[src/rtl/pht_update_ctrl.sv]
// rtl/pht_update_ctrl.sv - PHT write-port sequencer: init sweep plus buffered commit updates
// Sweeps every entry to weakly-not-taken after reset/flush, then drains a dual-push FIFO one write per cycle.
module pht_update_ctrl #(
   parameter int ADDR_WIDTH = 8,
   parameter int FIFO_DEPTH = 4
) (
   input  logic                  clk,
   input  logic                  rst_n,
   input  logic                  flush_i,
   input  logic                  upd0_valid_i,
   input  logic [ADDR_WIDTH-1:0] upd0_index_i,
   input  logic                  upd0_taken_i,
   input  logic [1:0]            upd0_phr_i,
   input  logic                  upd1_valid_i,
   input  logic [ADDR_WIDTH-1:0] upd1_index_i,
   input  logic                  upd1_taken_i,
   input  logic [1:0]            upd1_phr_i,
   output logic                  upd_ready_o,
   output logic                  busy_o,
   output logic                  pht_we_o,
   output logic [ADDR_WIDTH-1:0] pht_windex_o,
   output logic                  pht_taken_o,
   output logic [1:0]            pht_phr_o
);

   localparam int PTR_W = $clog2(FIFO_DEPTH);
   localparam int CNT_W = PTR_W + 1;
   localparam int ENT_W = ADDR_WIDTH + 3;

   localparam logic [0:0] ST_INIT = 1'b0;
   localparam logic [0:0] ST_RUN  = 1'b1;

   logic [0:0]            state;
   logic [ADDR_WIDTH-1:0] init_cnt;
   logic [ENT_W-1:0]      fifo_mem [FIFO_DEPTH];
   logic [PTR_W-1:0]      rd_ptr;
   logic [PTR_W-1:0]      wr_ptr;
   logic [CNT_W-1:0]      count;

   logic push0;
   logic push1;
   logic pop;

   // Ready looks only at registered count so there is no input-to-output path.
   assign upd_ready_o = (state == ST_RUN) && (count <= CNT_W'(FIFO_DEPTH - 2));
   assign busy_o      = (state == ST_INIT);
   assign push0       = upd_ready_o && upd0_valid_i;
   assign push1       = upd_ready_o && upd1_valid_i;
   assign pop         = (state == ST_RUN) && (count != '0);

   always_comb begin
      pht_we_o     = 1'b0;
      pht_windex_o = '0;
      pht_taken_o  = 1'b0;
      pht_phr_o    = 2'b00;
      if (state == ST_INIT) begin
         // phr=00 with taken=1 makes the PHT store 01 (weakly not-taken).
         pht_we_o     = 1'b1;
         pht_windex_o = init_cnt;
         pht_taken_o  = 1'b1;
      end else if (count != '0) begin
         pht_we_o = 1'b1;
         {pht_windex_o, pht_taken_o, pht_phr_o} = fifo_mem[rd_ptr];
      end
   end

   always_ff @(posedge clk) begin
      if (!rst_n) begin
         state    <= ST_INIT;
         init_cnt <= '0;
         rd_ptr   <= '0;
         wr_ptr   <= '0;
         count    <= '0;
      end else if (flush_i) begin
         state    <= ST_INIT;
         init_cnt <= '0;
         rd_ptr   <= '0;
         wr_ptr   <= '0;
         count    <= '0;
      end else if (state == ST_INIT) begin
         init_cnt <= init_cnt + 1'b1;
         if (init_cnt == {ADDR_WIDTH{1'b1}}) begin
            state <= ST_RUN;
         end
      end else begin
         wr_ptr <= wr_ptr + PTR_W'(push0) + PTR_W'(push1);
         rd_ptr <= rd_ptr + PTR_W'(pop);
         count  <= count + CNT_W'(push0) + CNT_W'(push1) - CNT_W'(pop);
      end
   end

   // Port 0 takes the first free slot so it is the older of a same-cycle pair.
   always_ff @(posedge clk) begin
      if (rst_n && !flush_i) begin
         if (push0) begin
            fifo_mem[wr_ptr] <= {upd0_index_i, upd0_taken_i, upd0_phr_i};
         end
         if (push1) begin
            fifo_mem[wr_ptr + PTR_W'(push0)] <= {upd1_index_i, upd1_taken_i, upd1_phr_i};
         end
      end
   end

endmodule

[config.mk]
export PLATFORM = sky130hd
export DESIGN_NAME = pht_update_ctrl
export DESIGN_NICKNAME = d
export VERILOG_FILES = /design/src/rtl/pht_update_ctrl.sv
export SDC_FILE = /design/constraint.sdc
export NUM_CORES = 1
export LEC_CHECK = 0
export CAP_MARGIN = 20
export CORE_ASPECT_RATIO = 0.7
export CORE_MARGIN = 10
export CORE_UTILIZATION = 39
export CTS_BUF_LIST = sky130_fd_sc_hd__clkbuf_4 sky130_fd_sc_hd__clkbuf_8 sky130_fd_sc_hd__clkbuf_16
export DETAILED_ROUTE_END_ITERATION = 8
export PLACE_DENSITY = 0.58
export SLEW_MARGIN = 20
export SYNTH_ARGS = -nofsm -noshare
export SYNTH_HDL_FRONTEND = slang
export SYNTH_SLANG_ARGS = --single-unit
[constraint.sdc]
create_clock -name clk -period 3.4 [get_ports clk]
set_clock_uncertainty 0.05 [all_clocks]
set_input_delay 0.68 -clock clk [delete_from_list [all_inputs] [get_ports clk]]
set_output_delay 0.68 -clock clk [all_outputs]
set_load 0.005 [all_outputs]
Word-level counts from Yosys, hierarchy flattened

Memories as Yosys holds them, arrays and structs flattened. A register that Yosys moved wholly into a read port is not among the register bits.
Index checks and enable logic that the tools add are counted.
Widths: inputs -> output; s select.

Register bits: 16
RAM bits: 44
Bits of input ports: 27
Output and inout port bits: 14
Word-level logic and storage cells: 43
Memories kept: 1

Add/subtract/negate cells: 7
Order comparisons: 1
Eq/ne operators: 1
Muxes and demuxes: 18
Bitwise gates (word level): 2
Reductions and logical operators: 8

Memories:

| memory   | depth | bits a word | read ports | clocked after memory_dff | write ports | RTL line | source |
|---|---|---|---|---|---|---|---|
| fifo_mem | 4     | 11          | 1          | 1                        | 2           | 35       | `logic [ENT_W-1:0] fifo_mem [FIFO_DEPTH];` |

Operators by type and width:

| kind                | number |
|---|---|
| $mux 8              | 2 |
| $mux 1              | 12 |
| $add 8x1->8 const B | 1 |
| $eq 8x8->1 const B  | 1 |
| $mux 2              | 4 |
| $add 2x1->2         | 3 |
| $add 3x1->3         | 2 |
| $logic_and 1x1->1   | 5 |
| $le 3x2->1 const B  | 1 |
| $reduce_bool 3->1   | 1 |
| $sub 3x1->3         | 1 |
| $not 1->1           | 2 |
| $reduce_or 2->1     | 1 |
| $logic_not 1->1     | 1 |

Longest topological paths before layout

Depth in word-level cells: 6
Gate-level depth with buffers: 14
Mapped depth without buffers: 13

Worst setup path after synthesis

Ideal clock, no wire load.

Kind: register to register
From: register count[1]
To: memory fifo_mem[0][0] (netlist bit) (enable)
Setup time: 0.382 ns
Arrival time: 2.508 ns
Required time: 2.968 ns
Setup slack: 0.459 ns
Stages on the path, launching flop included: 9
Buffers on the path: 1
Period minus slack after synthesis: 2.941 ns
Path through: dfxtp_1 inv_1 ha_1 o21ai_1 buf_2 nor2_1 ha_1 or4_4 a21oi_1

RTL lines:

| what                   | RTL line | source |
|---|---|---|
| start, declared        | 38       | `logic [CNT_W-1:0] count;` |
| start signal, assigned | 88       | `count <= count + CNT_W'(push0) + CNT_W'(push1) - CNT_W'(pop);` |
| end, declared          | 35       |  |

Worst setup path in the final report

From: register count[1]
To: output pht_windex_o[6]

Cells in the longest elaborated chain, start to end: 3

Ends and longest elaborated chain:

| what              | RTL line | source |
|---|---|---|
| $reduce_bool 3->1 | 61       | `end else if (count != '0) begin` |
| $mux 8            | 61       |  |
| $mux 8            | 56       | `if (state == ST_INIT) begin` |
| end, declared     | 21       | `output logic [ADDR_WIDTH-1:0] pht_windex_o,` |

Every way passes these cells.

==> impl_results.md <==
* Fmax at 0.331 GHz
* Pre-CTS setup slack at 183 ps
* Reg2reg setup slack at 610 ps
* Syn Area/Cell at 14.0 sq um
* TNS Setup at 0 ps
* Initial antenna violation count at 0
* Die Y at 96.4 um
* Peak supply drop at 168 uV
* PD cells at 418 nW/um^2
* Crit path max-delay cell type: clkdlybuf4s50_1
* Number of I/O port buffers at 40
* RSZ-0062 raised after global routing: false
* Clock Tree Buf Depth at 2
* H-tree Lvls at 3
* EDFF count, synth at 44
* Clk sinks at 62
* Critical path, cell by cell: nor3_2 > nand2b_1 > clkinv_1 > a22o_1 > clkdlybuf4s50_1
* Vias in the first global route at 2122
* Cell count after synthesis at 232
* Kind of start point of the critical path: register
* Most frequent cells in the layout: edfxtp_1 (44), clkdlybuf4s50_1 (40), mux2_2 (22)
* Clk_lat worst skew at 320 ps
* First-pass DRT Iterations at 4
* Worst path max stage delay at 470 ps
* Ys flop type: edfxtp_1
* Worst-Margin Slew at 565 ps
* CP arrival at 2290 ps
* Setup violations, final at 0
* # diodes at 0
* Placer Congestion at 0.772
* Sequential cell area fraction in the yosys report at 51.7%
* FFs w/ async S/R, synth at 0%
* Num CTS Buffers at 9
* Initial Util at 40.6%
* Gr usage total at 12.2%
* Clk slew on worst S/H paths at 50 ps
* CTS tree: done
* Worst Path Buf+Inv at 2
* Share of cells above drive strength 1 at 26.6%
* Max cap viols at 0
* Syn nets at 267
* Core ar. at 8010 sq um
* R2R Path Start: count[1]
* Hold_sp: init_cnt[5]
* Area growth, synth to finish at 25.5%
* Ratio of final minimum period to clock period at 88.9%
* Post-synth cell types at 42
* Post-route setup slack at 379 ps
* Syn Std Cell Area at 3250 sq um
* Largest net degree at the start of global routing at 15
* DR vias at 1978
* Final slew viol count at 0
* Via-to-Cell Ratio at 5.07
* Maximum fanout along the worst path at 10
* DRC errors left at 0
* Synthesized flop and latch total at 62
* Fin. Hold Viols at 0
* Die Area at 12500 sq um
* First-pass GRT wire length at 11500 um
* Period minus WS final at 3020 ps
* CP Class: register to output pin
* FF-to-FF path depth at 9
* DRT antenna net count at 0
* Post-layout nets at 319
* Io pins at 41
* Commonest non-fill, non-tap cell in the layout: edfxtp_1
* Synth warn at 0
* Delay-heaviest family, CP: buffers and inverters
* Worst hold endpoint: init_cnt[5]
* Root Buffer: clkbuf_16
* # fillers at 684
* Row count at 27
* DR iter-0 viols at 106
* Final wirelength at 6960 um
* Wirelength per Cell at 17.9 um
* Critical path required time at 2670 ps
* Worst Setup End Kind: output pin
* Dpl hpwl at 5020 um
* Leakage at 1.39 nW
* Max_slew headroom at 62.3%
* End of the worst register-to-register path: fifo_mem[0][10]
* DIE WIDTH at 129 um
* Hold Path Class: register to register
* Worst Hold Depth at 2
* Gr ovfl total at 0
* Outcome: completed
-- metal layers --
metal  vias up  global-route usage, %  part of all wire, %  wire [um]
met3         7                   4.73                  5.7        394
met2        50                   17.8                   42       2930
met1       940                   16.7                   51       3570
li1        981                      -                    -          -
met4         0                   3.11                 0.98         68
met5         -                      0                    0          0
-- worst min-delay path: stages, from the launching register on --
cell,delay (ps)
dfxtp_1,330
nand2_1,60
a21oi_1,50
-- where the power goes --
part / internal [mW] / switching [mW]
clock: 0.502 / 0.310
combinational: 0.0539 / 0.0296
sequential: 0.810 / 0.00152
-- layout make-up --
class	instances	area, sq um	area share (%)
tap	101	126	3.10
clock buffer	11	240	5.88
clock inverter	5	26.3	0.644
sequential	62	1680	41.2
inverter	13	48.8	1.20
timing repair buffer	51	495	12.1
multi-input combinational	147	1460	35.9
-- worst max-delay path by stage --
stage	start	end	slack [ps]	depth (start not counted)
after floorplan	count[1]	fifo_mem[0][0]	460	8
after global placement	upd0_valid_i	fifo_mem[0][10]	230	8
after detailed placement	upd0_valid_i	fifo_mem[0][10]	180	8
after CTS	count[1]	pht_windex_o[4]	210	5
after global routing	count[1]	pht_windex_o[4]	180	5
final	count[1]	pht_windex_o[6]	380	5
-- synthesized netlist by cell type (3+ instances only) --
library cell	count	area (sq um)
mux4_2	11	248
ha_1	6	75.1
a22o_1	8	70.1
mux2_4	10	150
xnor2_1	7	61.3
buf_2	3	15.0
clkbuf_1	3	11.3
nand4b_1	3	26.3
and2_1	4	25.0
nand2_1	5	18.8
edfxtp_1	44	1320
dfxtp_1	18	360
a21oi_1	6	30.0
nor2_1	17	63.8
nor2b_1	4	25.0
xor2_1	3	26.3
mux2i_1	4	40.0
inv_1	12	45.0
nand3_1	3	15.0
mux2_1	12	135
mux2_2	22	248
nand4_1	3	18.8
-- registers in the layout, indices dropped and copies added, names as in the netlist, named ones only --
| register | count |
|---|---|
| init_cnt | 8 |
| fifo_mem | 44 |
| rd_ptr | 2 |
| count | 3 |
| state | 1 |
| wr_ptr | 2 |
-- timing repair --
action,CTS,global route
gates resized for setup,0,1
endpoints found under the setup margin,0,3
hold buffers,0,0
setup buffers,0,0
-- logic make-up (layout without fill, tap and decap cells) --
| group | count (synthesis) | count (layout) | synth area share [%] |
|---|---|---|---|
| muxes | 59 | 59 | 25.2 |
| adders and majority gates | 8 | 8 | 3.54 |
| buffers and inverters | 23 | 80 | 3.50 |
| AOI/OAI and AO/OA | 18 | 18 | 3.92 |
| xor gates and xnor gates | 11 | 11 | 3.19 |
| DFF | 62 | 62 | 51.7 |
| and+or+nand+nor | 51 | 51 | 8.96 |
-- stage by stage --
step	power (mW)	hold slack, ps	area [sq um]	std cells	utilization, %
final	1.71	435	4080	390	51.0
after CTS	1.73	433	4080	390	50.9
after global routing	1.77	476	4080	390	51.0
after detailed placement	0.910	425	3810	374	47.6
after global placement	0.908	419	3810	374	47.6
after floorplan	0.861	396	3250	232	-
(Power assumes the default switching activity.)
